**src/rtl/axilregs_pkg.sv**
```systemverilog
// rtl/axilregs_pkg.sv - shared register offsets, types and helpers for the AXI4-Lite irq controller
package axilregs_pkg;

   localparam logic [31:0] IRQ_CTRL_OFF = 32'h00;
   localparam logic [31:0] IRQ_IER_OFF  = 32'h04;
   localparam logic [31:0] IRQ_RAW_OFF  = 32'h08;
   localparam logic [31:0] IRQ_ISR_OFF  = 32'h0C;
   localparam logic [31:0] IRQ_ICR_OFF  = 32'h10;
   localparam logic [31:0] IRQ_ISET_OFF = 32'h14;
   localparam logic [31:0] IRQ_MIS_OFF  = 32'h18;

   localparam logic [1:0] RESP_OKAY   = 2'b00;
   localparam logic [1:0] RESP_SLVERR = 2'b10;

   typedef struct packed {
      logic [30:0] reserved;
      logic        gie;
   } ctrl_irq_reg_t;

   typedef enum logic [1:0] {W_IDLE, W_HAVE_AW, W_HAVE_W, W_RESP} w_state_t;
   typedef enum logic {R_IDLE, R_VALID} r_state_t;

   // Byte-lane bits [1:0] are ignored; everything past MIS is unmapped.
   function automatic logic irq_addr_mapped(input logic [31:0] addr);
      return (addr & ~32'h3) <= IRQ_MIS_OFF;
   endfunction

   function automatic logic [1:0] irq_resp(input logic [31:0] addr);
      return irq_addr_mapped(addr) ? RESP_OKAY : RESP_SLVERR;
   endfunction

   function automatic logic [31:0] strb_mask(input logic [3:0] strb);
      return {{8{strb[3]}}, {8{strb[2]}}, {8{strb[1]}}, {8{strb[0]}}};
   endfunction

endpackage

```
**src/rtl/axilregs_irq_ctrl_if.sv**
```systemverilog
// rtl/axilregs_irq_ctrl_if.sv - AXI4-Lite bus bundle between a master and the irq controller
interface axilregs_irq_ctrl_if #(parameter int ADDR_W = 5) ();
   logic [ADDR_W-1:0] awaddr;
   logic              awvalid;
   logic              awready;
   logic [31:0]       wdata;
   logic [3:0]        wstrb;
   logic              wvalid;
   logic              wready;
   logic [1:0]        bresp;
   logic              bvalid;
   logic              bready;
   logic [ADDR_W-1:0] araddr;
   logic              arvalid;
   logic              arready;
   logic [31:0]       rdata;
   logic [1:0]        rresp;
   logic              rvalid;
   logic              rready;

   modport master (
      output awaddr, awvalid, wdata, wstrb, wvalid, bready, araddr, arvalid, rready,
      input  awready, wready, bresp, bvalid, arready, rdata, rresp, rvalid
   );

   modport slave (
      input  awaddr, awvalid, wdata, wstrb, wvalid, bready, araddr, arvalid, rready,
      output awready, wready, bresp, bvalid, arready, rdata, rresp, rvalid
   );
endinterface

```
**src/rtl/axil_slave_if.sv**
```systemverilog
// rtl/axil_slave_if.sv - AXI4-Lite handshake FSMs, one outstanding write and one outstanding read
module axil_slave_if
   import axilregs_pkg::*;
#(
   parameter int ADDR_W = 5
) (
   input  logic              clk,
   input  logic              rst_n,
   axilregs_irq_ctrl_if.slave s,
   output logic              wr_en,
   output logic [ADDR_W-1:0] wr_addr,
   output logic [31:0]       wr_data,
   output logic [3:0]        wr_strb,
   output logic              rd_en,
   output logic [ADDR_W-1:0] rd_addr,
   input  logic [31:0]       rd_data
);

   w_state_t          w_state_q;
   r_state_t          r_state_q;
   logic              awready_q, wready_q, bvalid_q, wr_en_q;
   logic [1:0]        bresp_q, rresp_q;
   logic [ADDR_W-1:0] awaddr_q;
   logic [31:0]       wdata_q, rdata_q;
   logic [3:0]        wstrb_q;
   logic              arready_q, rvalid_q;
   logic              aw_hs, w_hs, ar_hs;

   assign aw_hs = s.awvalid & awready_q;
   assign w_hs  = s.wvalid & wready_q;
   assign ar_hs = s.arvalid & arready_q;

   assign s.awready = awready_q;
   assign s.wready  = wready_q;
   assign s.bvalid  = bvalid_q;
   assign s.bresp   = bresp_q;
   assign s.arready = arready_q;
   assign s.rvalid  = rvalid_q;
   assign s.rdata   = rdata_q;
   assign s.rresp   = rresp_q;

   assign wr_en   = wr_en_q;
   assign wr_addr = awaddr_q;
   assign wr_data = wdata_q;
   assign wr_strb = wstrb_q;
   assign rd_en   = ar_hs;
   assign rd_addr = s.araddr;

   // wr_en pulses the cycle after both beats are held, so registers change one edge after bvalid rises.
   always_ff @(posedge clk or negedge rst_n) begin
      if (!rst_n) begin
         w_state_q <= W_IDLE;
         awready_q <= 1'b0;
         wready_q  <= 1'b0;
         bvalid_q  <= 1'b0;
         bresp_q   <= RESP_OKAY;
         wr_en_q   <= 1'b0;
         awaddr_q  <= '0;
         wdata_q   <= '0;
         wstrb_q   <= '0;
      end else begin
         wr_en_q <= 1'b0;
         case (w_state_q)
            W_IDLE: begin
               if (aw_hs) awaddr_q <= s.awaddr;
               if (w_hs) begin
                  wdata_q <= s.wdata;
                  wstrb_q <= s.wstrb;
               end
               if (aw_hs && w_hs) begin
                  awready_q <= 1'b0;
                  wready_q  <= 1'b0;
                  wr_en_q   <= irq_addr_mapped(32'(s.awaddr));
                  bresp_q   <= irq_resp(32'(s.awaddr));
                  bvalid_q  <= 1'b1;
                  w_state_q <= W_RESP;
               end else if (aw_hs) begin
                  awready_q <= 1'b0;
                  w_state_q <= W_HAVE_AW;
               end else if (w_hs) begin
                  wready_q  <= 1'b0;
                  w_state_q <= W_HAVE_W;
               end else begin
                  awready_q <= 1'b1;
                  wready_q  <= 1'b1;
               end
            end
            W_HAVE_AW: if (w_hs) begin
               wdata_q   <= s.wdata;
               wstrb_q   <= s.wstrb;
               wready_q  <= 1'b0;
               wr_en_q   <= irq_addr_mapped(32'(awaddr_q));
               bresp_q   <= irq_resp(32'(awaddr_q));
               bvalid_q  <= 1'b1;
               w_state_q <= W_RESP;
            end
            W_HAVE_W: if (aw_hs) begin
               awaddr_q  <= s.awaddr;
               awready_q <= 1'b0;
               wr_en_q   <= irq_addr_mapped(32'(s.awaddr));
               bresp_q   <= irq_resp(32'(s.awaddr));
               bvalid_q  <= 1'b1;
               w_state_q <= W_RESP;
            end
            W_RESP: if (s.bready) begin
               bvalid_q  <= 1'b0;
               awready_q <= 1'b1;
               wready_q  <= 1'b1;
               w_state_q <= W_IDLE;
            end
            default: w_state_q <= W_IDLE;
         endcase
      end
   end

   always_ff @(posedge clk or negedge rst_n) begin
      if (!rst_n) begin
         r_state_q <= R_IDLE;
         arready_q <= 1'b0;
         rvalid_q  <= 1'b0;
         rdata_q   <= '0;
         rresp_q   <= RESP_OKAY;
      end else begin
         case (r_state_q)
            R_IDLE: begin
               if (ar_hs) begin
                  arready_q <= 1'b0;
                  rvalid_q  <= 1'b1;
                  rdata_q   <= rd_data;
                  rresp_q   <= irq_resp(32'(s.araddr));
                  r_state_q <= R_VALID;
               end else begin
                  arready_q <= 1'b1;
               end
            end
            R_VALID: if (s.rready) begin
               rvalid_q  <= 1'b0;
               arready_q <= 1'b1;
               r_state_q <= R_IDLE;
            end
            default: r_state_q <= R_IDLE;
         endcase
      end
   end

endmodule

```
**src/rtl/axilregs_irq_ctrl.sv**
```systemverilog
// rtl/axilregs_irq_ctrl.sv - NUM_SRC-source interrupt controller: sticky/level status, enable, W1C/W1S, global enable
module axilregs_irq_ctrl
   import axilregs_pkg::*;
#(
   parameter int          NUM_SRC     = 14,
   parameter logic [31:0] STICKY_MASK = 32'h0000_003F,
   parameter int          ADDR_W      = 5
) (
   input  logic               clk,
   input  logic               rst_n,
   axilregs_irq_ctrl_if.slave s,
   input  logic [NUM_SRC-1:0] src_i,
   output logic               irq_o
);

   localparam logic [31:0] SRC_MASK = (NUM_SRC >= 32) ? 32'hFFFF_FFFF : ((32'h1 << NUM_SRC) - 32'h1);
   localparam logic [31:0] STICKY   = STICKY_MASK & SRC_MASK;
   localparam logic [31:0] LEVEL    = ~STICKY_MASK & SRC_MASK;

   logic              wr_en, rd_en;
   logic [ADDR_W-1:0] wr_addr, rd_addr;
   logic [31:0]       wr_data, rd_data;
   logic [3:0]        wr_strb;

   logic        gie_q, gie_d, irq_q, irq_d;
   logic [31:0] ier_q, ier_d, isr_q, isr_d, src_q, src_d;
   logic [31:0] src_ext, wa, ra, bm, wbits, clr, set, rise;
   ctrl_irq_reg_t ctrl_rd;

   axil_slave_if #(.ADDR_W(ADDR_W)) u_slave (
      .clk     (clk),
      .rst_n   (rst_n),
      .s       (s),
      .wr_en   (wr_en),
      .wr_addr (wr_addr),
      .wr_data (wr_data),
      .wr_strb (wr_strb),
      .rd_en   (rd_en),
      .rd_addr (rd_addr),
      .rd_data (rd_data)
   );

   assign src_ext = 32'(src_i);

   always_comb begin
      wa     = 32'(wr_addr) & ~32'h3;
      bm     = strb_mask(wr_strb);
      wbits  = wr_data & bm;
      gie_d  = gie_q;
      ier_d  = ier_q;
      src_d  = src_ext;
      clr    = '0;
      set    = '0;
      if (wr_en) begin
         case (wa)
            IRQ_CTRL_OFF: if (wr_strb[0]) gie_d = wr_data[0];
            IRQ_IER_OFF:  ier_d = ((ier_q & ~bm) | wbits) & SRC_MASK;
            IRQ_ICR_OFF:  clr = wbits & STICKY;
            IRQ_ISET_OFF: set = wbits & STICKY;
            default: ;
         endcase
      end
      // Applying set after clear makes a same-cycle event survive a W1C.
      rise  = src_ext & ~src_q & STICKY;
      isr_d = (((isr_q & ~clr) | set | rise) & STICKY) | (src_ext & LEVEL);
      irq_d = gie_q & (|(isr_q & ier_q));
   end

   always_comb begin
      ctrl_rd     = '0;
      ctrl_rd.gie = gie_q;
      ra          = 32'(rd_addr) & ~32'h3;
      rd_data     = '0;
      if (rd_en) begin
         case (ra)
            IRQ_CTRL_OFF: rd_data = ctrl_rd;
            IRQ_IER_OFF:  rd_data = ier_q;
            IRQ_RAW_OFF:  rd_data = src_q;
            IRQ_ISR_OFF:  rd_data = isr_q;
            IRQ_MIS_OFF:  rd_data = isr_q & ier_q;
            default:      rd_data = '0;
         endcase
      end
   end

   always_ff @(posedge clk or negedge rst_n) begin
      if (!rst_n) begin
         gie_q <= 1'b0;
         ier_q <= '0;
         isr_q <= '0;
         src_q <= '0;
         irq_q <= 1'b0;
      end else begin
         gie_q <= gie_d;
         ier_q <= ier_d;
         isr_q <= isr_d;
         src_q <= src_d;
         irq_q <= irq_d;
      end
   end

   assign irq_o = irq_q;

endmodule

```
**src/flat_wrapper.sv**
```systemverilog
// flat-port wrapper written by rule: the top's interface ports become plain ports
module axilregs_irq_ctrl_flat import axilregs_pkg::*;
#(
   parameter int          NUM_SRC     = 14,
   parameter logic [31:0] STICKY_MASK = 32'h0000_003F,
   parameter int          ADDR_W      = 5
)
  (clk, rst_n, src_i, irq_o, s_awaddr, s_awvalid, s_wdata, s_wstrb, s_wvalid, s_bready, s_araddr, s_arvalid, s_rready, s_awready, s_wready, s_bresp, s_bvalid, s_arready, s_rdata, s_rresp, s_rvalid);
  axilregs_irq_ctrl_if #(.ADDR_W(ADDR_W)) s_i ();
  input  logic clk;
  input  logic rst_n;
  input  logic [NUM_SRC-1:0] src_i;
  output logic irq_o;
  input wire logic [$bits(s_i.awaddr)-1:0] s_awaddr;
  input wire logic [$bits(s_i.awvalid)-1:0] s_awvalid;
  input wire logic [$bits(s_i.wdata)-1:0] s_wdata;
  input wire logic [$bits(s_i.wstrb)-1:0] s_wstrb;
  input wire logic [$bits(s_i.wvalid)-1:0] s_wvalid;
  input wire logic [$bits(s_i.bready)-1:0] s_bready;
  input wire logic [$bits(s_i.araddr)-1:0] s_araddr;
  input wire logic [$bits(s_i.arvalid)-1:0] s_arvalid;
  input wire logic [$bits(s_i.rready)-1:0] s_rready;
  output wire logic [$bits(s_i.awready)-1:0] s_awready;
  output wire logic [$bits(s_i.wready)-1:0] s_wready;
  output wire logic [$bits(s_i.bresp)-1:0] s_bresp;
  output wire logic [$bits(s_i.bvalid)-1:0] s_bvalid;
  output wire logic [$bits(s_i.arready)-1:0] s_arready;
  output wire logic [$bits(s_i.rdata)-1:0] s_rdata;
  output wire logic [$bits(s_i.rresp)-1:0] s_rresp;
  output wire logic [$bits(s_i.rvalid)-1:0] s_rvalid;
  assign s_i.awaddr = s_awaddr;
  assign s_i.awvalid = s_awvalid;
  assign s_i.wdata = s_wdata;
  assign s_i.wstrb = s_wstrb;
  assign s_i.wvalid = s_wvalid;
  assign s_i.bready = s_bready;
  assign s_i.araddr = s_araddr;
  assign s_i.arvalid = s_arvalid;
  assign s_i.rready = s_rready;
  assign s_awready = s_i.awready;
  assign s_wready = s_i.wready;
  assign s_bresp = s_i.bresp;
  assign s_bvalid = s_i.bvalid;
  assign s_arready = s_i.arready;
  assign s_rdata = s_i.rdata;
  assign s_rresp = s_i.rresp;
  assign s_rvalid = s_i.rvalid;
  axilregs_irq_ctrl #(.NUM_SRC(NUM_SRC), .STICKY_MASK(STICKY_MASK), .ADDR_W(ADDR_W)) u_core (.clk(clk), .rst_n(rst_n), .s(s_i), .src_i(src_i), .irq_o(irq_o));
endmodule
```
**config.mk**
```make
export PLATFORM = sky130hd
export DESIGN_NAME = axilregs_irq_ctrl_flat
export DESIGN_NICKNAME = d
export VERILOG_FILES = /design/src/rtl/axilregs_pkg.sv /design/src/rtl/axilregs_irq_ctrl_if.sv /design/src/rtl/axil_slave_if.sv /design/src/rtl/axilregs_irq_ctrl.sv /design/src/flat_wrapper.sv
export SDC_FILE = /design/constraint.sdc
export NUM_CORES = 1
export LEC_CHECK = 0
export CAP_MARGIN = 20
export CELL_PAD_IN_SITES_DETAIL_PLACEMENT = 1
export CELL_PAD_IN_SITES_GLOBAL_PLACEMENT = 1
export CORE_MARGIN = 2
export CORE_UTILIZATION = 40
export CTS_CLUSTER_DIAMETER = 30
export DETAILED_ROUTE_END_ITERATION = 10
export HOLD_SLACK_MARGIN = 0.08
export PLACE_DENSITY = 0.86
export SYNTH_ARGS = -nofsm -noshare
export SYNTH_HDL_FRONTEND = slang
export SYNTH_SLANG_ARGS = --single-unit
```
**constraint.sdc**
```tcl
create_clock -name clk -period 3.8 [get_ports clk]
set_input_delay 0.76 -clock clk [delete_from_list [all_inputs] [get_ports clk]]
set_output_delay 0.76 -clock clk [all_outputs]
set_load 0.01 [all_outputs]
```
# Yosys cells after proc, flatten, opt, wreduce, memory -nomap -nowiden
# Index checks and enable logic that the tools add are counted.
[word_totals]
regBits = 110
inputBits = 67
output_inout_bits = 42
wordCells = 127
[classes]
order_cmp = 3
eq_ne = 19
mux = 48
n_bitwise = 17
reduce_logical = 21
[op_table]
columns = ["cell", "n"]
rows = [
  ["case mux 14 bit (5 select lines)", 1],
  ["logical NOT 32 bit", 2],
  ["bitwise AND 14 bit", 3],
  ["OR reduction 32 bit", 1],
  ["two-way mux 2 bit", 12],
  ["two-way mux 6 bit", 4],
  ["two-way mux 1 bit", 22],
  ["AND reduction 4 bit", 5],
  ["<= comparator 5 bit, second input constant", 3],
  ["inverter 14 bit", 1],
  ["OR 14 bit", 1],
  ["OR 6 x 14 -> 14 bit", 1],
  ["bitwise AND 6 bit", 2],
  ["inverter 6 bit", 2],
  ["OR 6 bit", 2],
  ["!= test 2 bit, second input constant", 5],
  ["AND reduction 2 bit", 5],
  ["equality test 3 bit, second input constant", 3],
  ["case mux 1 bit (3 select lines)", 3],
  ["nonzero test 3 bit", 3],
  ["!= test 4 bit, second input constant", 2],
  ["case mux 2 bit (4 select lines)", 1],
  ["equality test 3 x 1 -> 1 bit, second input constant", 2],
  ["equality test 3 x 2 -> 1 bit, second input constant", 2],
  ["other kinds (13)", 20],
]

# Depth between registers and ports, before layout
# Gate-level depths: netlist of the first run.
[depth]
word_depth = 8
ltp_mapped = 7
ltp_nobuf = 6

# Modules after synthesis
# Synthesis of the first run repeated with hierarchy kept, for this count alone.
[unflattened]
cells_unflattened = 404
hier_area_um2 = 5487.8
[by_module_without_submodules]
columns = ["mod", "instances", "cells_each", "area_each_um2", "seq_area_each_um2"]
rows = [
  ["axil_slave_if", 1, 237, 3626.0, 2102.0],
  ["axilregs_irq_ctrl", 1, 167, 1861.8, 900.9],
]

# Least setup slack after synthesis of the first run
# No wires, ideal clock.
[synth_path]
path_type = "flip-flop to flip-flop"
from = "register u_core.u_slave.w_state_q[0]"
to = "register u_core.u_slave.wdata_q[10], in the netlist u_core.u_slave.wr_data[10]"
setup_time_ns = 0.125
arrival_ns = 1.695
required_ns = 3.675
slack_ns = 1.980
stages_incl_launch_ff = 7
path_buffers = 2
synth_period_minus_slack_ns = 1.820
cell_sequence = "dfrtp_1 -> inv_1 -> ha_1 -> buf_2 -> o21ai_2 -> buf_6 -> mux2_2"
[synth_via]
elab_chain_len = 3
word_cells_on_any_way = 4
cone_classes = "eq/ne: 1; reduce/logical: 3"
[synth_rtl]
columns = ["item", "line_no", "rtl"]
rows = [
  ["start, declared", "axil_slave_if.sv:19", "w_state_t w_state_q;"],
  ["start signal, assigned", "axil_slave_if.sv:52", "w_state_q <= W_IDLE;"],
  ["start signal, assigned", "axil_slave_if.sv:76", "w_state_q <= W_RESP;"],
  ["start signal, assigned", "axil_slave_if.sv:79", "w_state_q <= W_HAVE_AW;"],
  ["equality test 2 x 1 -> 1 bit or logical NOT 2 bit (tied branches)", "axil_slave_if.sv:63", "case (w_state_q)"],
  ["OR reduction 2 bit (no line) (*)", "n/a", ""],
  ["AND reduction 2 bit (no line) (*)", "n/a", ""],
  ["end signal, assigned", "axil_slave_if.sv:67", "wdata_q <= s.wdata;"],
  ["end signal, assigned", "axil_slave_if.sv:89", "wdata_q <= s.wdata;"],
  ["end, declared", "axil_slave_if.sv:24", "logic [31:0] wdata_q, rdata_q;"],
]
# Every way passes the cells marked *; elsewhere a longest branch is shown, timed or not.
# A chain may end at the register's enable or synchronous reset.

# Final worst setup path of the first run
[layout_path]
from = "input port s_araddr[4]"
to = "register u_core.u_slave.rdata_q[1], in the netlist u_core.u_slave.s.rdata[1]"
[layout_via]
elab_chain_len = 2
word_cells_on_any_way = 6
cone_classes = "eq/ne: 4; mux: 1; reduce/logical: 1"
[layout_rtl]
columns = ["item", "line_no", "rtl"]
rows = [
  ["start, declared", "flat_wrapper.sv:20", "input wire logic [$bits(s_i.araddr)-1:0] s_araddr;"],
  ["logical NOT 32 bit, or another cell as far along", "axilregs_irq_ctrl.sv:75", "case (ra)"],
  ["case mux 14 bit (5 select lines) (*)", "axilregs_irq_ctrl.sv:75", ""],
  ["end signal, assigned", "axil_slave_if.sv:129", "rdata_q <= rd_data;"],
  ["end, declared", "axil_slave_if.sv:24", ""],
]
# Marked as above.

==> results.cfg, run 1 <==
[run_status]
outcome = finished clean

[global_routing]
grt_pass1_vias = 2949
antenna_found_initial = 0
grt_use_total = 0.186
grt-ovfl-total = 0
grt_pass1_wl_mm = 15.0
grt_max_degree = 81

[routing]
drt_first_iter_violations = 252
m1WireLength_mm = 3.76
ant_nets = 0
dr.pass1.iters = 4
vias = 2774
route.met2.wl_mm = 4.74
wl_per_cell_um = 17.7
drc = 0
viasPerCell = 5.37
dr_wl_met3_um = 476
highest_layer = met4
wirelength_mm = 9.14

[synth]
ys_ff_latch = 80
yosys-top-cells-count = dfrtp_1 (80), mux2_2 (38), nand2_1 (31)
ys_types = 48
netlist_instances = 321
synthesis.area_sq_um = 3820
syn_area_per_cell_sq_um = 11.9
ys_seq_area_frac = 0.524
yosys_warnings = 0
yosys_most_used_dff = dfrtp_1
synth-edff-count = 0
yosysTopAreaCell = dfrtp_1
synth_area_leaders = dfrtp_1 (52%), mux2_2 (11%), buf_4 (4.1%), a22oi_1 (3.3%), nand2_1 (3.0%)
synth_top_area_frac = 0.524
yosysMostFrequentCell = dfrtp_1
async_reset_ff_frac = 1.00

[cells_and_area]
num-nets-final = 457
final_area_sq_um = 4670
drive_gt1_frac = 0.168
area_growth_pct = 22.4
fill_cells = 996
finish.utilization = 0.506
n_antenna_cell = 0

[floorplan]
die_w_um = 102
io_pins = 109
fp-row-count = 35
die_h_um = 102
coreArea_sq_um = 9240
die_area_sq_um = 10300
initial_core_util = 0.413

[sta]
fin_crit_sh = 0.626
max_slew_margin = 0.333
setup_slack_ps = 1420
hold_viol = 0
finalSetupViolations = 0
slew_viol_final = 0
worst_pin_slew_ps = 1000
clock_skew_ps = 9.48
fmax_mhz = 420
final.min_clock_period_ps = 2380
rsz0062_at_grt = no
tns_ps = 0

[worst_hold_path]
worstHoldPathType = register to register
hold_depth = 2

[placed_design]
dp_hpwl_mm = 6.61
io_buffers = 64
post-place-ws_ps = 1100
placed_cell_area_sq_um = 4480
gp_congestion = 0.773

[clocking]
cts_buffers = 9
ctsHoldBuffers = 0
insertion_delay_ps = 350
root_buffer = clkbuf_8
path_clk_slew_ps = 80
htreeDepth = 3
postCtsSetupRepairBufs = 0
clock_sinks = 80
cts_buffer_depth = 2
cts_resized = 0
cts_tree = built

[worst_setup_path]
crit_path_top_delay_cell = clkdlybuf4s50_1
criticalPathCategory = primary input to register
cp-end-kind = register
cp-start-kind = primary input
crit_chain = clkdlybuf4s50_1 -> nor2b_1 -> nand3_1 -> a21boi_0 -> o22a_1
ff2ff_path_depth = 4
worstPathRequired_ps = 4090
critical-path-max-stage-delay_ps = 850
critPathArrivalTime_ps = 2670
critical_path.max_fanout = 15

[pwr]
power.density_nw_per_um2 = 678
ir_drop_v = 0.000346
leakage_uw = 0.00197
finalPower_uw = 3170

[run]
drv_cap = 0
## critical path: cells and delay by family
| family | cells | cell delay, ps |
|---|---|---|
| buffers and inverters | 1 | 850 |
| AO/OA/AOI/OAI | 2 | 440 |
| AND/OR/NAND/NOR | 2 | 620 |
## path summary, 6_finish.rpt
path,startpoint,endpoint,slack [ps]
setup / recovery,s_araddr[4],u_core.u_slave.s.rdata[1],1420
min in group asynchronous,rst_n,u_core.u_slave.s.arready,570
hold reg to reg,u_core.u_slave.s.rvalid,u_core.u_slave.s.rvalid,480
setup reg to reg,u_core.u_slave.w_state_q[0],u_core.u_slave.wr_data[6],1420
hold / removal,u_core.u_slave.s.rvalid,u_core.u_slave.s.rvalid,480
max in group asynchronous,rst_n,u_core.isr_q[5],2590
## layer usage
metal	vias up	global-route usage
met5	-	0
met4	0	0.0728
met3	14	0.0255
met2	82	0.317
met1	1415	0.241
li1	1263	-
## cell usage in the layout (no fill, tap or decap), drive strengths merged, types with 2 or more instances in the layout
cell	count
a21boi	3
a21oi	6
a221o	6
a22o	2
a22oi	17
a32oi	2
and2	3
buf	3
clkbuf	11
clkdlybuf4s50	63
clkinv	3
conb	20
dfrtp	80
ha	7
inv	6
mux2	40
nand2	32
nand2b	2
nand3	10
nand4	4
nor2	4
nor2b	11
nor3b	2
o211ai	4
o21a	9
o21ai	10
o221ai	7
o22a	3
## final cells by class
cell class,instances,area (sq um),share of cell area
clock inverters,5,56.3,0.0120
inverters,6,22.5,0.00482
repair buffers,66,653,0.140
multi-input cells,220,1640,0.350
flip-flops and latches,80,2000,0.428
well taps,129,161,0.0345
clock buffers,11,141,0.0303
## cell families after synthesis
family | synth area share
buffers and inverters | 0.0659
adders and majority gates | 0.0229
DFF | 0.524
and+or+nand+nor | 0.106
AOI/OAI and AO/OA | 0.160
muxes | 0.121
other | 0.000982
## metrics by stage
stage,instances,hold WS [ps]
floorplan,340,441
global placement,501,462
detailed placement,501,466
CTS,517,486
global route,517,509
finish,517,479
## report_power, final
part	switching (uW)	internal (uW)
registers	262	1140
clock network	310	321
logic	494	645
total	1070	2100
Power figures use the tool's default switching activity.
==> inputs of run 2 (changes only) <==
CORE_UTILIZATION = 37   (was 40)
PLACE_DENSITY = 0.81   (was 0.86)
clock period = 2.3 ns   (was 3.8 ns; I/O delays follow)
==> results.cfg, run 2 (synthesis gave the netlist of run 1 again) <==
[run_status]
outcome = finished clean

[routing]
wl_per_cell_um = 16.7
vias = 2780
ant_nets = 0
drc = 0
wirelength_mm = 8.91
dr.pass1.iters = 4
viasPerCell = 5.21
drt_first_iter_violations = 65

[clocking]
root_buffer = clkbuf_8
cts_buffers = 9
cts_buffer_depth = 2
cts_tree = built
insertion_delay_ps = 350
postCtsSetupRepairBufs = 0
cts_resized = 0
htreeDepth = 3
clock_sinks = 80
path_clk_slew_ps = 90

[cells_and_area]
final_area_sq_um = 4780
regArea_sq_um = 2000
area_growth_pct = 25.1
n_antenna_cell = 0
multi_input_area_sq_um = 1640
final_common_cell = dfrtp_1
fill_cells = 1126
layout_common_cells = dfrtp_1 (80), clkdlybuf4s50_1 (63), mux2_2 (38), nand2_1 (31), conb_1 (20)
drive_gt1_frac = 0.188
num-nets-final = 467

[floorplan]
die_w_um = 106
die_h_um = 106
io_pins = 109
die_area_sq_um = 11100
initial_core_util = 0.375
fp-row-count = 37
coreArea_sq_um = 10200

[worst_setup_path]
cp-start-kind = register
criticalPathCategory = register to register
cp-startpoint = u_core.u_slave.w_state_q[0]
r2r_slack_ps = 240
rr_startpoint = u_core.u_slave.w_state_q[0]
critPathArrivalTime_ps = 2300
cp-end-kind = register
worstPathRequired_ps = 2540
critical_path.max_fanout = 9

[sta]
tns_ps = 0
hold_viol = 0
rsz0062_at_grt = no
max_slew_margin = 0.638
fmax_mhz = 486
final.min_clock_period_ps = 2060
fin_hold_ws_ps = 483
clock_skew_ps = 9.61
finalSetupViolations = 0
worst_pin_slew_ps = 543
fin_crit_sh = 0.895
setup_slack_ps = 243
slew_viol_final = 0

[placed_design]
io_buffers = 64
dp_hpwl_mm = 6.68
post-place-ws_ps = 162
placed_cell_area_sq_um = 4560
gp_congestion = 0.832

[worst_hold_path]
worstHoldPathType = register to register
worstHoldStart = u_core.u_slave.s.rvalid

[global_routing]
grt-ovfl-total = 0
antenna_found_initial = 0
grt_pass1_wl_mm = 15.1
grt_max_degree = 39
grt_use_total = 0.171
grt_pass1_vias = 3009

[run]
drv_cap = 0

[pwr]
power.density_nw_per_um2 = 1100
leakage_uw = 0.00203
ir_drop_v = 0.000426
finalPower_uw = 5270
[run 2: cell types whose count changed in the layout (fill, tap and decap cells not counted)]
cell	delta
buf_4	+8
clkbuf_8	-1
buf_12	+1
dlygate4sd3_1	+1
clkinv_2	-1
inv_6	+3
clkbuf_1	-1
[run 2: per-stage QoR]
step                      cells  utilization
final                       534        0.469
after global routing        534        0.469
after CTS                   534        0.469
after detailed placement    517        0.448
after global placement      517        0.448
after floorplan             340            -
[run 2: timing repair]
action	CTS	global route
hold buffers	1	0
setup endpoints to repair	0	0
endpoints found under the hold margin	20	0
[run 2: layer usage]
layer,share of wire,wire [um],up-vias,GRT usage
li1,-,-,1276,-
met1,0.43,3820,1409,0.207
met2,0.50,4490,72,0.297
met3,0.040,358,23,0.0353
met4,0.027,241,0,0.0724
met5,0,0,-,0
[run 2: worst max-delay path, cell delays in order, from the launching register on]
cell and delay [ps]:
dfrtp_1 520, inv_1 140, ha_1 350, a22o_1 290, a211oi_1 290, mux2_1 360
[run 2: where the power goes]
part           switching (uW)  total (uW)  internal, uW
Sequential                436        2310          1880
Combinational             814        1900          1080
Clock                     543        1060           513
Total                    1790        5270          3480
[run 2: final cells by class]
type                            count  area share
Clock buffer                        9      0.0259
Sequential cell                    80       0.419
Inverter                            6     0.00472
Clock inverter                      7      0.0162
Tap cell                          136      0.0356
Multi-Input combinational cell    220       0.343
Timing Repair Buffer               76       0.156
[run 2: worst paths after layout]
| kind | to | cells past startpoint |
|---|---|---|
| worst max-delay path | u_core.u_slave.s.bresp[1] | 5 |
| worst min-delay path | u_core.u_slave.s.rvalid | 2 |
| worst max register to register | u_core.u_slave.s.bresp[1] | 5 |
| worst min register to register | u_core.u_slave.s.rvalid | 2 |
| max in group asynchronous | asynchronous set/reset pin | 3 |
| min in group asynchronous | u_core.u_slave.s.arready | 2 |
==> inputs of run 3 (changes only) <==
CORE_UTILIZATION = 49   (was 37)
DONT_BUFFER_PORTS = 1   (was default)
PLACE_DENSITY = 0.8   (was 0.81)
TNS_END_PERCENT = 50   (was default)
==> results.cfg, run 3 (synthesis gave the netlist of run 1 again) <==
[clocking]
clock_sinks = 80
htreeDepth = 3
root_buffer = clkbuf_8
postCtsSetupRepairBufs = 0
cts_buffers = 9
cts_tree = built
cts_buffer_depth = 2
insertion_delay_ps = 360
path_clk_slew_ps = 90

[pwr]
power.density_nw_per_um2 = 1180
seq_power_share = 0.510
p_int_uw = 3020
power_frac_comb = 0.276
ir_drop_v = 0.000593
clkPwrFrac = 0.214
leakage_uw = 0.00175
sw_frac_of_total = 0.367
power_switching_uw = 1750

[global_routing]
grt_pass1_wl_mm = 13.4
antenna_found_initial = 0
grt-ovfl-total = 0
met1_usage = 0.260
met2_usage = 0.333
busiest_layer = met2
grt_use_total = 0.206
grt_pass1_vias = 2608
grt_max_degree = 81
use_met3 = 0.0682

[routing]
viasPerCell = 5.87
drt_first_iter_violations = 141
ant_nets = 0
dr.pass1.iters = 4
drc = 0
wirelength_mm = 8.35
vias = 2522
wl_per_cell_um = 19.4

[cells_and_area]
drive_gt1_frac = 0.201
n_antenna_cell = 0
fill_cells = 802
stdcell_count = 430
num-nets-final = 397
finish.utilization = 0.530
multi_input_area_sq_um = 1640
regArea_sq_um = 2000
final_common_cell = dfrtp_1
area_growth_pct = 6.19
layout_common_cells = dfrtp_1 (80), mux2_2 (38), nand2_1 (31), conb_1 (20), a22oi_1 (17)

[worst_setup_path]
criticalPathCategory = register to register
crit_path_top_delay_cell = dfrtp_1
crit_chain = inv_1 -> ha_1 -> a22o_1 -> a211oi_1 -> mux2_1
critical-path-max-stage-delay_ps = 520
critPathArrivalTime_ps = 2230
ff2ff_path_depth = 5
cp-end-kind = register
worstPathRequired_ps = 2550
critical_path.max_fanout = 9
cp-start-kind = register

[placed_design]
dp_hpwl_mm = 5.82
gp_congestion = 0.759
post-place-ws_ps = 330
place_inst = 410
io_buffers = 0

[sta]
slew_viol_final = 0
final.min_clock_period_ps = 1980
tns_ps = 0
clock_skew_ps = 9.55
finalSetupViolations = 0
hold_viol = 0
setup_slack_ps = 318
fin_hold_ws_ps = 113
rsz0062_at_grt = no
max_slew_margin = 0.603
worst_pin_slew_ps = 594
fmax_mhz = 505
fin_crit_sh = 0.862

[worst_hold_path]
worstHoldPathType = primary input to register
hold_depth = 0

[run_status]
outcome = finished clean

[floorplan]
die_w_um = 92.3
die_h_um = 92.3
initial_core_util = 0.499
io_pins = 109
die_area_sq_um = 8520
coreArea_sq_um = 7650
fp-row-count = 32

[run]
drv_cap = 0
-- run 3: cell types whose count changed in the layout (fill, tap and decap cells not counted), sizes merged --
cell and delta:
clkdlybuf4s50 -63, bufinv -1, clkinv -1, buf -9, dlygate4sd3 +2, inv +2
-- run 3: per-layer routing --
layer,part of all wire,vias up
li1,-,1143
met1,0.42,1289
met2,0.51,76
met3,0.058,14
met4,0.013,0
met5,0,-
-- run 3: metrics by stage --
| stage | power [uW] | cell area [sq um] |
|---|---|---|
| finish | 4770 | 4060 |
| global route | 5100 | 4060 |
| CTS | 4780 | 4000 |
| detailed placement | 3750 | 3800 |
| global placement | 3650 | 3800 |
| floorplan | 3440 | 3890 |
-- run 3: power by group through the flow --
stage / combinational (uW) / clock, uW / sequential (uW)
2_1_floorplan: 1150 / 0 / 2290
3_3_place_gp: 1230 / 0 / 2420
3_5_place_dp: 1290 / 0 / 2460
4_1_cts: 1300 / 1050 / 2430
5_1_grt: 1490 / 1110 / 2500
6_report: 1320 / 1020 / 2430
-- run 3: repair_timing --
| action | 4_1_cts | 5_1_grt |
|---|---|---|
| endpoints found under the setup margin | 0 | 0 |
| hold endpoints to repair | 80 | 82 |
| gates resized for setup | 0 | 0 |
-- run 3: critical path: cells and delay by family, from the launching register on --
kind | cells | cell delay [ps]
AO/OA/AOI/OAI | 2 | 530
adder cells (fa/ha/maj) | 1 | 340
buffers and inverters | 1 | 140
flip-flops | 1 | 520
multiplexers | 1 | 350
-- run 3: final timing paths --
path / start / endpoint / slack, ps
worst min register to register: u_core.u_slave.r_state_q / u_core.u_slave.s.arready / 510
max in group asynchronous: rst_n / u_core.u_slave.wr_en / 1290
worst max register to register: u_core.u_slave.w_state_q[0] / u_core.u_slave.s.bresp[1] / 320
worst min-delay path: src_i[5] / u_core.src_q[5] / 110
worst max-delay path: u_core.u_slave.w_state_q[0] / u_core.u_slave.s.bresp[1] / 320
min in group asynchronous: rst_n / u_core.isr_q[2] / 710
-- run 3: cell type report --
class                           instances  area share
Sequential cell                        80       0.494
Multi-Input combinational cell        220       0.404
Clock buffer                            9      0.0305
Inverter                                6     0.00555
Tap cell                              102      0.0315
Clock inverter                          7      0.0173
Timing Repair Buffer                    6      0.0179
==> RTL edit 1 (settings of run 3) <==
Take the reset off `isr_q` and load it in a clocked block of its own.
--- a/src/rtl/axilregs_irq_ctrl.sv
+++ b/src/rtl/axilregs_irq_ctrl.sv
@@ -89,3 +89,2 @@
          ier_q <= '0;
-         isr_q <= '0;
          src_q <= '0;
@@ -95,3 +94,2 @@
          ier_q <= ier_d;
-         isr_q <= isr_d;
          src_q <= src_d;
@@ -99,2 +97,6 @@
       end
+   end
+
+   always_ff @(posedge clk) begin
+      isr_q <= isr_d;
    end
Function: changed (Yosys sat finds a counterexample within 4 cycles, from zero or initial values and one cycle with rst_n low).
==> RTL edit 1 against run 3 <==
Sequential cell count grew 8; final area increased by 8.8%; non-clock buffer count up 9; synthesized cell count up 2.8%; clock skew rose by 0.00050 ns; setup slack better by 0.0050 ns; wire length grew 11%; area after synthesis increased by 6.3%; total power up 5.0%; core utilization rose by 1.2 points; global-route usage grew 1.3 points; die area increased by 6.0%.
==> RTL edit 1: results (changes against run 3) <==
H-Tree Depth=3 (unchanged); post-place setup slack=0.303 ns (was 0.330 ns); dpl cell area=0.00408 sq mm (was 0.00380 sq mm); met1 wire length=3850 um (was 3500 um); Clock Latency Late Sink=0.38 ns (was 0.36 ns); Leak=1.90 nW (was 1.75 nW); DR WL met3=575 um (was 484 um); Worst IR Drop VDD=0.585 mV (was 0.593 mV); pin count of the biggest net entering global routing=75 (was 81); Sw Share=0.366 (was 0.367); All-Layer GR Usage=0.219 (was 0.206); status=complete, no violations (unchanged); fraction of registers with async set/reset=0.841 (was 1.00); R2R Path Start=u_core.u_slave.w_state_q[1] (was u_core.u_slave.w_state_q[0]); Yosys cell types=46 (was 48); Initial DRC Count=117 (was 141); GPL Wtd Cong=0.854 (was 0.759); Worst-Margin Slew=0.627 ns (was 0.594 ns); Worst-path clk slew=0.10 ns; drt total wl=9230 um (was 8350 um); global-route wire length before repair=14800 um (was 13400 um); top sig layer=met4 (unchanged); vias in the first global route=2865 (was 2608); fin util=0.542 (was 0.530); met2 WL=4700 um (was 4250 um); share of cells above drive strength 1=0.228 (was 0.201); Final Net Count=416 (was 397); worst setup path start=u_core.u_slave.w_state_q[1] (was u_core.u_slave.w_state_q[0]); # fillers=820 (was 802); part of the cycle the worst path needs=0.860 (was 0.862); Layout Skew=0.0101 ns (was 0.00955 ns); DR vias/cell=5.92 (was 5.87); top cells by area in the synthesized netlist=dfrtp_1, mux2_2, dfxtp_1, buf_4, a22oi_1 (was dfrtp_1, mux2_2, buf_4, a22oi_1, nand2_1); worst-path fanout max=11 (was 9); CP endpoint=u_core.u_slave.wr_data[7] (was u_core.u_slave.s.bresp[1])
## RTL edit 1: final cells by class
class                      instances  share of cell area
clock buffer                       9              0.0281
tap                              105              0.0298
clock inverter                     7              0.0179
multi-input combinational        222               0.397
inverter                           6             0.00510
timing repair buffer              15              0.0386
sequential                        88               0.483
## RTL edit 1: critical path, stage by stage, from the launching register on
cell,delay (ns)
dfrtp_1,0.51
inv_1,0.13
ha_1,0.35
o21ai_4,0.35
buf_12,0.18
mux2_2,0.34
## RTL edit 1: cells by family (layout without fill, tap and decap cells)
family / after synthesis / count (layout) / synth area share
flops: 88 / 88 / 0.525
compound gates: 85 / 85 / 0.160
simple gates: 61 / 61 / 0.0965
mux: 49 / 49 / 0.135
buf+inv: 39 / 37 / 0.0601
fa+ha+maj: 7 / 7 / 0.0216
other cells: 1 / 20 / 0.000924
## RTL edit 1: worst min path at each step
stage	slack (ns)	from	end	depth (start not counted)
global route	0.08	src_i[0]	u_core.src_q[0]	0
global placement	0.17	rst_n	u_core.u_slave.s.rdata[3]	0
finish	0.10	src_i[0]	u_core.src_q[0]	0
CTS	0.08	src_i[10]	u_core.src_q[10]	0
detailed placement	0.17	rst_n	u_core.u_slave.s.rdata[1]	0
floorplan	0.16	rst_n	asynchronous set/reset pin	0
## RTL edit 1: per-stage QoR
stage / power [mW] / std cells
after floorplan: 3.54 / 349
after global placement: 3.78 / 425
after detailed placement: 3.91 / 425
after CTS: 5.06 / 447
after global routing: 5.34 / 452
final: 5.01 / 452
## RTL edit 1: metal layers
metal	global-route usage	vias to the layer above
li1	-	1218
met1	0.271	1361
met2	0.368	86
met3	0.0702	10
met4	0.0628	0
met5	0	-
## RTL edit 1: power groups by stage
stage               sequential [mW]  clock [mW]  combinational (mW)
floorplan                      2.38           0                1.15
global placement               2.50           0                1.28
detailed placement             2.54           0                1.37
CTS                            2.51        1.13                1.42
global route                   2.57        1.19                1.57
finish                         2.50        1.10                1.41
## RTL edit 1: repair_timing
action	in CTS	in global routing
setup buffers	0	0
endpoints found under the setup margin	0	0
endpoints found under the hold margin	80	7
hold buffers	6	5
==> RTL edit 2 (settings of run 3) <==
Without the edit above. `NUM_SRC` is set to 14 in 2 places; all go to 15.
--- a/src/rtl/axilregs_irq_ctrl.sv
+++ b/src/rtl/axilregs_irq_ctrl.sv
@@ -4,3 +4,3 @@
 #(
-   parameter int          NUM_SRC     = 14,
+   parameter int          NUM_SRC     = 15,
    parameter logic [31:0] STICKY_MASK = 32'h0000_003F,
--- a/src/flat_wrapper.sv
+++ b/src/flat_wrapper.sv
@@ -3,3 +3,3 @@
 #(
-   parameter int          NUM_SRC     = 14,
+   parameter int          NUM_SRC     = 15,
    parameter logic [31:0] STICKY_MASK = 32'h0000_003F,
Ports: changed (resized src_i); port bits go from 109 to 110. No check against the original RTL was run, so the function may have changed too.
==> RTL edit 2 against run 3 <==
The run now ends with negative hold slack left; sequential cell count increased by 4; sequential share of layout area increased by 0.86 points; largest power group unchanged; setup slack got worse by 0.064 ns; die area increased by 3.6%; area after synthesis increased by 3.7%; core utilization increased by 0.86 points; wire length increased by 3.2%; total power increased by 6.3%; synthesized cell count increased by 2.5%; final area increased by 3.2%.
==> RTL edit 2: results (changes against run 3) <==
worst hold-check slack=-0.209 ns (was 0.113 ns); worst-path fanout max=9 (unchanged); Clock Tree Buf Depth=2 (unchanged); input/output buffers=0 (unchanged); Slew Limit Headroom=0.492 (was 0.603); vias in the first global route=2819 (was 2608); initial antenna violation count=0 (unchanged); Critical Path AT=2.29 ns (was 2.23 ns); All-Layer GR Usage=0.213 (was 0.206); H-Tree Depth=3 (unchanged); setup bufs post-CTS=0 (unchanged); TritonCTS Buffers=9 (unchanged); sequential share of the synthesized area=0.531 (was 0.524); Yosys cell types=51 (was 48); status=complete, but fails checks (was complete, no violations); Fin. Hold Viols=84 (was 0); top cells by area in the synthesized netlist=dfrtp_1, mux2_2, buf_4, a22oi_1, nand2_1 (unchanged); CTS root buf=clkbuf_8 (unchanged); global-route wire length before repair=14400 um (was 13400 um); r2r worst-path depth=5 (unchanged); TritonRoute pass-1 iters=4 (unchanged); GPL Wtd Cong=0.781 (was 0.759); wire length per cell=19.8 um (was 19.4 um); Initial DRC Count=117 (was 141); Worst-path clk slew=0.10 ns; pin count of the biggest net entering global routing=85 (was 81); HP Class=input port to asynchronous set/reset pin (was input port to flip-flop); Layout Skew=0.0112 ns (was 0.00955 ns); Final Net Count=402 (was 397); Post-synth top cells=dfrtp_1, mux2_2, nand2_1, buf_4, a22oi_1 (unchanged); # diodes=0 (unchanged); Synth warnings=0 (unchanged); Worst IR Drop VDD=0.613 mV (was 0.593 mV); fraction of registers with async set/reset=1.00 (unchanged); vias post-DR=2555 (was 2522); DRC viols=0 (unchanged); Resized Gates After CTS=0 (unchanged); violated checks=negative hold slack; DPL Wire Length=6150 um (was 5820 um); Leak=1.80 nW (was 1.75 nW); share of cells above drive strength 1=0.202 (was 0.201); Clock Latency Late Sink=0.36 ns (about the same)
RTL edit 2: changes by cell type in the layout (fill, tap and decap cells not counted), moves of 2 or more:
cell / delta
bufinv_16: +2
dfrtp_1: +4
dlygate4sd3_1: -3
inv_8: -3
RTL edit 2: stage by stage:
stage	hold slack (ns)	area [sq um]	cells	setup WS, ns	utilization
final	-0.209	4190	434	0.254	0.539
after global routing	-0.237	4190	434	0.122	0.539
after CTS	-0.232	4190	434	0.260	0.539
after detailed placement	0.168	3960	418	0.282	0.509
after global placement	0.168	3960	418	0.287	0.509
after floorplan	0.164	4030	347	0.498	-
RTL edit 2: cell families (layout without fill, tap and decap cells):
logic type,count (synthesis),in the layout,share of synthesized area
other,1,19,0.000947
DFF,84,84,0.531
and+or+nand+nor,74,74,0.103
muxes,43,43,0.122
buffers and inverters,39,24,0.0603
AOI/OAI and AO/OA,81,81,0.161
adders and majority gates,7,7,0.0221
RTL edit 2: final cells by class:
type | count | area, sq um
tap | 102 | 128
inverter | 6 | 22.5
clock inverter | 7 | 106
multi-input combinational | 224 | 1690
clock buffer | 9 | 124
timing repair buffer | 2 | 15.0
fill | 822 | 3580
sequential | 84 | 2100
RTL edit 2: power by group:
| group | total (mW) | leakage, nW | internal [mW] | switching (mW) |
|---|---|---|---|---|
| registers | 2.55 | 1.01 | 1.97 | 0.573 |
| clock network | 1.19 | 0.116 | 0.630 | 0.560 |
| logic | 1.33 | 0.679 | 0.732 | 0.600 |
RTL edit 2: critical path, cell delays in order, from the launching register on:
cell and delay, ns:
dfrtp_1 0.52, inv_1 0.14, ha_1 0.36, a22o_1 0.29
a211oi_1 0.28, mux2_1 0.35
RTL edit 2: final timing paths:
| kind | from | to | slack (ns) |
|---|---|---|---|
| hold reg to reg | u_core.u_slave.r_state_q | u_core.u_slave.s.arready | 0.49 |
| min in group clk | src_i[8] | u_core.isr_q[8] | 0.12 |
| setup reg to reg | u_core.u_slave.w_state_q[0] | u_core.u_slave.s.bresp[1] | 0.25 |
| hold / removal | rst_n | u_core.u_slave.s.rdata[4] | -0.21 |
| max in group asynchronous | rst_n | u_core.src_q[5] | 2.39 |
| setup / recovery | u_core.u_slave.w_state_q[0] | u_core.u_slave.s.bresp[1] | 0.25 |
RTL edit 2: routing by layer:
layer / share of wire / global-route usage / up-vias / routed length (um)
met4: 0.011 / 0.0604 / 0 / 97
met1: 0.43 / 0.269 / 1323 / 3720
met3: 0.047 / 0.0642 / 9 / 407
li1: - / - / 1166 / -
met2: 0.51 / 0.354 / 57 / 4380
met5: 0 / 0 / - / 0
